`src/rtl/alu_pkg.sv`:
```
// Shared ALU result widths and flag bit positions.
// Used by the writeback skid buffer and its storage slots.
package alu_pkg;

  localparam int DATA_W = 32;
  localparam int FLAG_W = 3;
  localparam int TAG_W  = 5;
  localparam int CNT_W  = 16;

  localparam int FLAG_NE  = 0;
  localparam int FLAG_LT  = 1;
  localparam int FLAG_OVF = 2;

  typedef enum logic [1:0] {
    OCC_EMPTY = 2'd0,
    OCC_ONE   = 2'd1,
    OCC_FULL  = 2'd2
  } occ_e;

endpackage

```
`src/rtl/result_slot.sv`:
```
// Enabled storage register for one result entry.
// A synchronous clear wins over the load enable.
module result_slot #(
  parameter int W = 40
) (
  input  logic         clock,
  input  logic         clr_i,
  input  logic         en_i,
  input  logic [W-1:0] d_i,
  output logic [W-1:0] q_o
);

  logic [W-1:0] slot_q;

  always_ff @(posedge clock) begin
    if (clr_i) begin
      slot_q <= '0;
    end else if (en_i) begin
      slot_q <= d_i;
    end
  end

  assign q_o = slot_q;

endmodule

```
`src/rtl/alu_result_skid.sv`:
```
// Two-entry registered skid buffer between the ALU and writeback.
// in_ready depends on state only, never on out_ready.
module alu_result_skid
  import alu_pkg::*;
#(
  parameter int DATA_W_P = DATA_W,
  parameter int FLAG_W_P = FLAG_W,
  parameter int TAG_W_P  = TAG_W,
  parameter int CNT_W_P  = CNT_W
) (
  input  logic                clock,
  input  logic                reset,
  input  logic                flush,
  input  logic                in_valid,
  output logic                in_ready,
  input  logic [DATA_W_P-1:0] in_data,
  input  logic [FLAG_W_P-1:0] in_flags,
  input  logic [TAG_W_P-1:0]  in_tag,
  output logic                out_valid,
  input  logic                out_ready,
  output logic [DATA_W_P-1:0] out_data,
  output logic [FLAG_W_P-1:0] out_flags,
  output logic [TAG_W_P-1:0]  out_tag,
  output logic [1:0]          occupancy,
  output logic [CNT_W_P-1:0]  xfer_count
);

  localparam int SW = DATA_W_P + FLAG_W_P + TAG_W_P;

  occ_e               state_q, state_d;
  logic [CNT_W_P-1:0] cnt_q, cnt_d;
  logic               in_fire, out_fire;
  logic               main_en, skid_en, main_from_skid;
  logic [SW-1:0]      in_word, main_d, main_q, skid_q;

  assign in_ready  = !reset && (state_q != OCC_FULL);
  assign out_valid = (state_q != OCC_EMPTY);
  assign in_fire   = in_valid && in_ready;
  assign out_fire  = out_valid && out_ready;

  assign in_word = {in_flags, in_tag, in_data};
  assign main_d  = main_from_skid ? skid_q : in_word;

  always_comb begin
    state_d        = state_q;
    main_en        = 1'b0;
    skid_en        = 1'b0;
    main_from_skid = 1'b0;
    unique case (state_q)
      OCC_EMPTY: begin
        if (in_fire) begin
          state_d = OCC_ONE;
          main_en = 1'b1;
        end
      end
      OCC_ONE: begin
        if (in_fire && out_fire) begin
          main_en = 1'b1;
        end else if (in_fire) begin
          state_d = OCC_FULL;
          skid_en = 1'b1;
        end else if (out_fire) begin
          state_d = OCC_EMPTY;
        end
      end
      OCC_FULL: begin
        if (out_fire) begin
          state_d        = OCC_ONE;
          main_en        = 1'b1;
          main_from_skid = 1'b1;
        end
      end
      default: state_d = OCC_EMPTY;
    endcase
    // Flush drops held entries and any input; slot contents are don't-care.
    if (flush) begin
      state_d = OCC_EMPTY;
      main_en = 1'b0;
      skid_en = 1'b0;
    end
  end

  always_comb begin
    cnt_d = cnt_q;
    if (out_fire) begin
      cnt_d = cnt_q + 1'b1;
    end
  end

  always_ff @(posedge clock) begin
    if (reset) begin
      state_q <= OCC_EMPTY;
      cnt_q   <= '0;
    end else begin
      state_q <= state_d;
      cnt_q   <= cnt_d;
    end
  end

  result_slot #(.W(SW)) u_main (
    .clock (clock),
    .clr_i (reset),
    .en_i  (main_en),
    .d_i   (main_d),
    .q_o   (main_q)
  );

  result_slot #(.W(SW)) u_skid (
    .clock (clock),
    .clr_i (reset),
    .en_i  (skid_en),
    .d_i   (in_word),
    .q_o   (skid_q)
  );

  assign out_data   = main_q[DATA_W_P-1:0];
  assign out_tag    = main_q[DATA_W_P +: TAG_W_P];
  assign out_flags  = main_q[DATA_W_P+TAG_W_P +: FLAG_W_P];
  assign occupancy  = state_q;
  assign xfer_count = cnt_q;

endmodule
```
`config.mk`:
```
export PLATFORM = sky130hd
export DESIGN_NAME = alu_result_skid
export DESIGN_NICKNAME = d
export VERILOG_FILES = /design/src/rtl/alu_pkg.sv /design/src/rtl/result_slot.sv /design/src/rtl/alu_result_skid.sv
export SDC_FILE = /design/constraint.sdc
export NUM_CORES = 1
export LEC_CHECK = 0
export ABC_AREA = 1
export CORE_MARGIN = 4
export CORE_UTILIZATION = 30
export CTS_BUF_LIST = sky130_fd_sc_hd__clkbuf_4 sky130_fd_sc_hd__clkbuf_8 sky130_fd_sc_hd__clkbuf_16
export DETAILED_ROUTE_END_ITERATION = 12
export SYNTH_ARGS = -nofsm -noshare
export SYNTH_HDL_FRONTEND = slang
export SYNTH_SLANG_ARGS = --single-unit
```
`constraint.sdc`:
```
create_clock -name clock -period 2 [get_ports clock]
set_clock_uncertainty 0.2 [all_clocks]
set_input_delay 0.4 -clock clock [delete_from_list [all_inputs] [get_ports clock]]
set_output_delay 0.4 -clock clock [all_outputs]
set_load 0.02 [all_outputs]
```
==> impl_metrics.yaml, run 1 <==
status:
  outcome: "finished clean"
route:
  wl_per_cell_um: 11.86
  detail-route-antenna-nets: 0
  via_count: 4245
  vias_per_cell: 4.464
  drtIter0Drc: 133
  drc: 0
  drt-pass1-iter-count: 4
  wl_um: 11280
worst_hold_path:
  min-delay-start: "u_skid.q_o[10]"
  hp-class: "register to register"
  whs_path_depth: 2
  min_to: "u_skid.q_o[10]"
grt:
  grt_pass1_vias: 3908
  grt_pass1_wl_um: 18910
  overflow: 0
  grt.total_usage: 0.1402
  antenna_found_initial: 0
  grt_max_degree: 50
die:
  dieArea_um2: 16630
  rows: 43
  die_w_um: 128.9
  start_util: 0.3113
  coreArea_um2: 14100
  dieHeight_um: 128.9
  pin_count: 105
synthesis:
  synth_area_leader_cell: "dfxtp_1"
  synth.most_common_cell: "nand2_1"
  synthTopCellsByArea: "dfxtp_1, nand2_1, nor2_1"
  syn_inst: 661
  ys_seq_area_frac: 0.4471
  synth_area_per_cell_um2: 6.638
  synthFlopType: "dfxtp_1"
  ys_warn_count: 0
  synth_top_area_frac: 0.4471
  synth-seq-cells: 98
  ys_top_cells_by_count: "nand2_1, nor2_1, dfxtp_1, inv_1, o21ai_1"
  synth_area_um2: 4388
  async_reset_ff_frac: 0
  synth_edf_count: 0
  synthesis.nets: 707
  synth.distinct_cells: 24
cts:
  cts_htree_levels: 3
  cts.sinks: 98
  cts_setup_buffers: 0
  clock_latency_ns: 0.35
  cts_buffer_depth: 2
  cts_buffers: 9
  hold_buffers: 0
  clkSlewWorstSetupHoldPaths_ns: 0.06
  cts_root_buf: "clkbuf_16"
  cts_tree: "yes"
worst_setup_path:
  r2r_cells: 9
  startpoint: "u_main.q_o[39]"
  critPathKind: "register to output port"
  cp_max_fo: 2
  crit_chain: "clkdlybuf4s50_1"
  required_ns: 1.40
  worstPathArrival_ns: 1.36
  r2r-end: "u_main.q_o[18]"
  cpMaxStageDelayCell: "clkdlybuf4s50_1"
  r2r-start: "occupancy[1]"
  timing.critical_path.to_type: "output port"
  slowest_delay_ns: 0.64
  worst-path-buf-inv: 1
  reg2reg_setup_slack_ns: 0.23
  crit_family: "buffers and inverters"
  worstSetupStartpointType: "register"
final_layout:
  fin_nets: 812
  seq_area_um2: 1962
  multiInputGateArea_um2: 1904
  antenna_cells: 0
  finish.instance_area_um2: 6120
  layout-drive-gt1-share: 0.07004
  finalNonFillerCells: 951
  area_delta_synth_final_pct: 39.46
  fillers: 1498
  final_util: 0.4341
sta:
  hold_violations: 0
  maxSlewHeadroom: 0.6848
  layout_setup_ws_ns: 0.04016
  setup_tns_ns: 0
  maxSlewViolCount: 0
  holdWs_ns: 0.2514
  min_period_over_period: 0.9799
  fmax_ghz: 0.5102
  setup_viol: 0
  fin_crit_ns: 1.960
  tightest_slew_ns: 0.4728
power:
  p_leak_nw: 2.691
  finalPower_mw: 4.356
  irDropWorstVdd_v: 0.0004836
  powerDensity_nw_per_um2: 711.8
job:
  cap_violations: 0
place:
  placed_cells: 935
  io_buffers: 104
  routabilityCongestion: 0.8005
  post-dp-hpwl_um: 7713
  placed_area_um2: 5813
  post-place-ws_ns: -0.2148
worst max path at each step:
| stage | endpoint | slack [ns] | cells past startpoint |
|---|---|---|---|
| finish | out_flags[2] | 0.04 | 1 |
| global route | in_ready | -0.002 | 3 |
| CTS | xfer_count[3] | 0.008 | 1 |
| detailed placement | in_ready | -0.21 | 3 |
| global placement | in_ready | -0.19 | 3 |
| floorplan | u_skid.q_o[0] | 0.17 | 6 |
layout make-up:
class                   count  area share
multi-input cells         424      0.3112
inverters                 100     0.06134
flip-flops and latches     98      0.3206
repair buffers            133      0.2210
well taps                 180     0.03680
clock inverters             5    0.008792
clock buffers              11     0.04028
state kept, by name (all words and copies together) (netlist names):
register / flops
u_main.q_o: 40
u_skid.q_o: 40
xfer_count: 16
occupancy: 2
power breakdown:
part           switching [mW]  internal, mW
registers              0.0301          2.01
logic                   0.289         0.265
clock network           0.752          1.01
kinds of logic after synthesis:
group | Yosys count | share of synthesized area
AOI/OAI and AO/OA | 140 | 0.1617
adders and majority gates | 1 | 0.002851
xor gates and xnor gates | 2 | 0.003993
buffers and inverters | 139 | 0.1238
and+or+nand+nor | 281 | 0.2606
DFF | 98 | 0.4471
placed cells by master, fill, tap and decap left out, drive strengths merged, types with 2 or more instances in the layout:
cell type	instances
nand3	51
o21a	2
xor2	2
inv	99
dlygate4sd2	7
nor2	107
dfxtp	98
clkinv	5
dlymetal6s2s	6
a21oi	51
nand4	5
buf	29
nand2	115
clkdlybuf4s50	90
clkbuf	11
o21ai	87
tightest hold or removal path: stages, from the launching register on:
cell,delay (ns)
dfxtp_1,0.30
inv_1,0.06
a21oi_1,0.05
layer usage:
metal  GRT usage  vias to the layer above  share of wire
li1            -                     2292              -
met1      0.1895                     1868           0.48
met2      0.2192                       76           0.46
met3     0.04151                        9          0.048
met4     0.03644                        0          0.012
met5           0                        -              0
repair_timing:
action | in CTS | in global routing
resized for setup | 8 | 7
setup endpoints to repair | 8 | 7
cloned | 0 | 0
Note: power is estimated with default switching activity, not from simulation.
==> run 2, diff against run 1 <==
CTS_BUF_LIST = sky130_fd_sc_hd__clkbuf_8   (was sky130_fd_sc_hd__clkbuf_4 sky130_fd_sc_hd__clkbuf_8 sky130_fd_sc_hd__clkbuf_16)
PLACE_DENSITY = 0.56   (was unset)
==> impl_metrics.yaml, run 2 (synthesis gave the netlist of run 1 again) <==
status:
  outcome: "finished clean"
sta:
  hold_violations: 0
  tightest_slew_ns: 0.3029
  min_period_over_period: 0.9805
  fin_crit_ns: 1.961
  setup_viol: 0
  holdWs_ns: 0.2527
  maxSlewHeadroom: 0.7973
  layout_setup_ws_ns: 0.03892
  fmax_ghz: 0.5099
  maxSlewViolCount: 0
  rsz0062_at_grt: "false"
worst_setup_path:
  required_ns: 1.40
  worstPathArrival_ns: 1.36
  worstSetupStartpointType: "register"
  crit_family: "buffers and inverters"
  r2r_cells: 8
  crit_chain: "clkdlybuf4s50_1"
  slowest_delay_ns: 0.62
  critPathKind: "register to output port"
  cp_max_fo: 2
  worst-path-buf-inv: 1
  cpMaxStageDelayCell: "clkdlybuf4s50_1"
  timing.critical_path.to_type: "output port"
  cp_num_cells: 1
place:
  placed_area_um2: 5781
  post-place-ws_ns: -0.2461
  routabilityCongestion: 0.7676
  post-dp-hpwl_um: 7871
  io_buffers: 104
power:
  finalPower_mw: 3.924
  powerDensity_nw_per_um2: 654.9
  p_leak_nw: 2.755
  irDropWorstVdd_v: 0.0002512
grt:
  met2_usage: 0.2287
  antenna_found_initial: 0
  grt_use_met3: 0.02574
  use_met1: 0.1879
  grt_pass1_wl_um: 19180
  grt_pass1_vias: 4035
  grt_max_degree: 53
  gr-max-usage-layer: "met2"
  overflow: 0
  grt.total_usage: 0.1419
cts:
  clkSlewWorstSetupHoldPaths_ns: 0.09
  cts_root_buf: "clkbuf_8"
  cts_htree_levels: 3
  cts_tree: "yes"
  clock_latency_ns: 0.37
  cts_setup_buffers: 0
  cts.sinks: 98
  hold_buffers: 0
  cts_buffers: 9
  cts_buffer_depth: 2
die:
  dieArea_um2: 16630
  pin_count: 105
  start_util: 0.3113
  coreArea_um2: 14100
  dieHeight_um: 128.9
  rows: 43
  die_w_um: 128.9
final_layout:
  mostFrequentLayoutCell: "nand2_1"
  layout-drive-gt1-share: 0.06667
  finish.instance_area_um2: 5992
  area_delta_synth_final_pct: 36.56
  final_util: 0.4251
  fin_nets: 807
  final_cell_mix: "nand2_1, nor2_1, dfxtp_1"
  antenna_cells: 0
worst_hold_path:
  hp-class: "register to register"
  whs_path_depth: 2
route:
  via_count: 4319
  wl_um: 11430
  drt-pass1-iter-count: 4
  drc: 0
  drtIter0Drc: 186
  detail-route-antenna-nets: 0
  vias_per_cell: 4.570
  wl_per_cell_um: 12.10
job:
  cap_violations: 0
[run 2: changes by cell type in the layout (fill, tap and decap cells not counted), moves of 6 or more]
cell,previous run,this run
dlygate4sd2_1,7,13
buf_4,22,16
dlymetal6s2s_1,6,12
clkdlybuf4s50_1,90,77
clkbuf_8,1,12
clkbuf_16,9,0
[run 2: area by class of cell]
cell class,count,area [um2]
clock inverter,3,38.79
inverter,100,375.4
clock buffer,12,165.2
sequential,98,1963
multi-input combinational,424,1899
fill,1470,8104
tap,180,225.2
timing repair buffer,128,1325
[run 2: metrics by stage]
step           TNS, ns  cells
2_1_floorplan        0    661
3_3_place_gp    -7.877    930
3_5_place_dp    -10.43    930
4_1_cts        -0.1483    945
5_1_grt              0    945
6_report             0    945
[run 2: worst paths after layout]
path / from / to / slack, ns
worst max-delay path: u_main.q_o[39] / out_flags[2] / 0.04
worst min-delay path: u_skid.q_o[3] / u_skid.q_o[3] / 0.25
worst max register to register: occupancy[0] / u_main.q_o[13] / 0.19
worst min register to register: u_skid.q_o[3] / u_skid.q_o[3] / 0.25
[run 2: what timing repair did]
| action | in CTS | in global routing |
|---|---|---|
| setup endpoints to repair | 16 | 14 |
| gates cloned | 0 | 0 |
| resized for setup | 15 | 18 |
[run 2: per-layer routing]
layer	routed length (um)	vias to the layer above	share of wire
met2	5266	90	0.46
met1	5461	1942	0.48
li1	-	2276	-
met3	507	11	0.044
met5	0	-	0
met4	198	0	0.017
[run 2: where the power goes]
group | internal, mW | switching (mW) | leakage, nW | total, mW
Clock | 0.668 | 0.664 | 0.110 | 1.33
Combinational | 0.267 | 0.291 | 1.85 | 0.558
Sequential | 2.00 | 0.0296 | 0.795 | 2.03
==> run 3, diff against run 2 <==
SLEW_MARGIN = 20   (was unset)
==> results of run 3 <==
No change in the layout: final DEF, timing and power equal those of run 2.
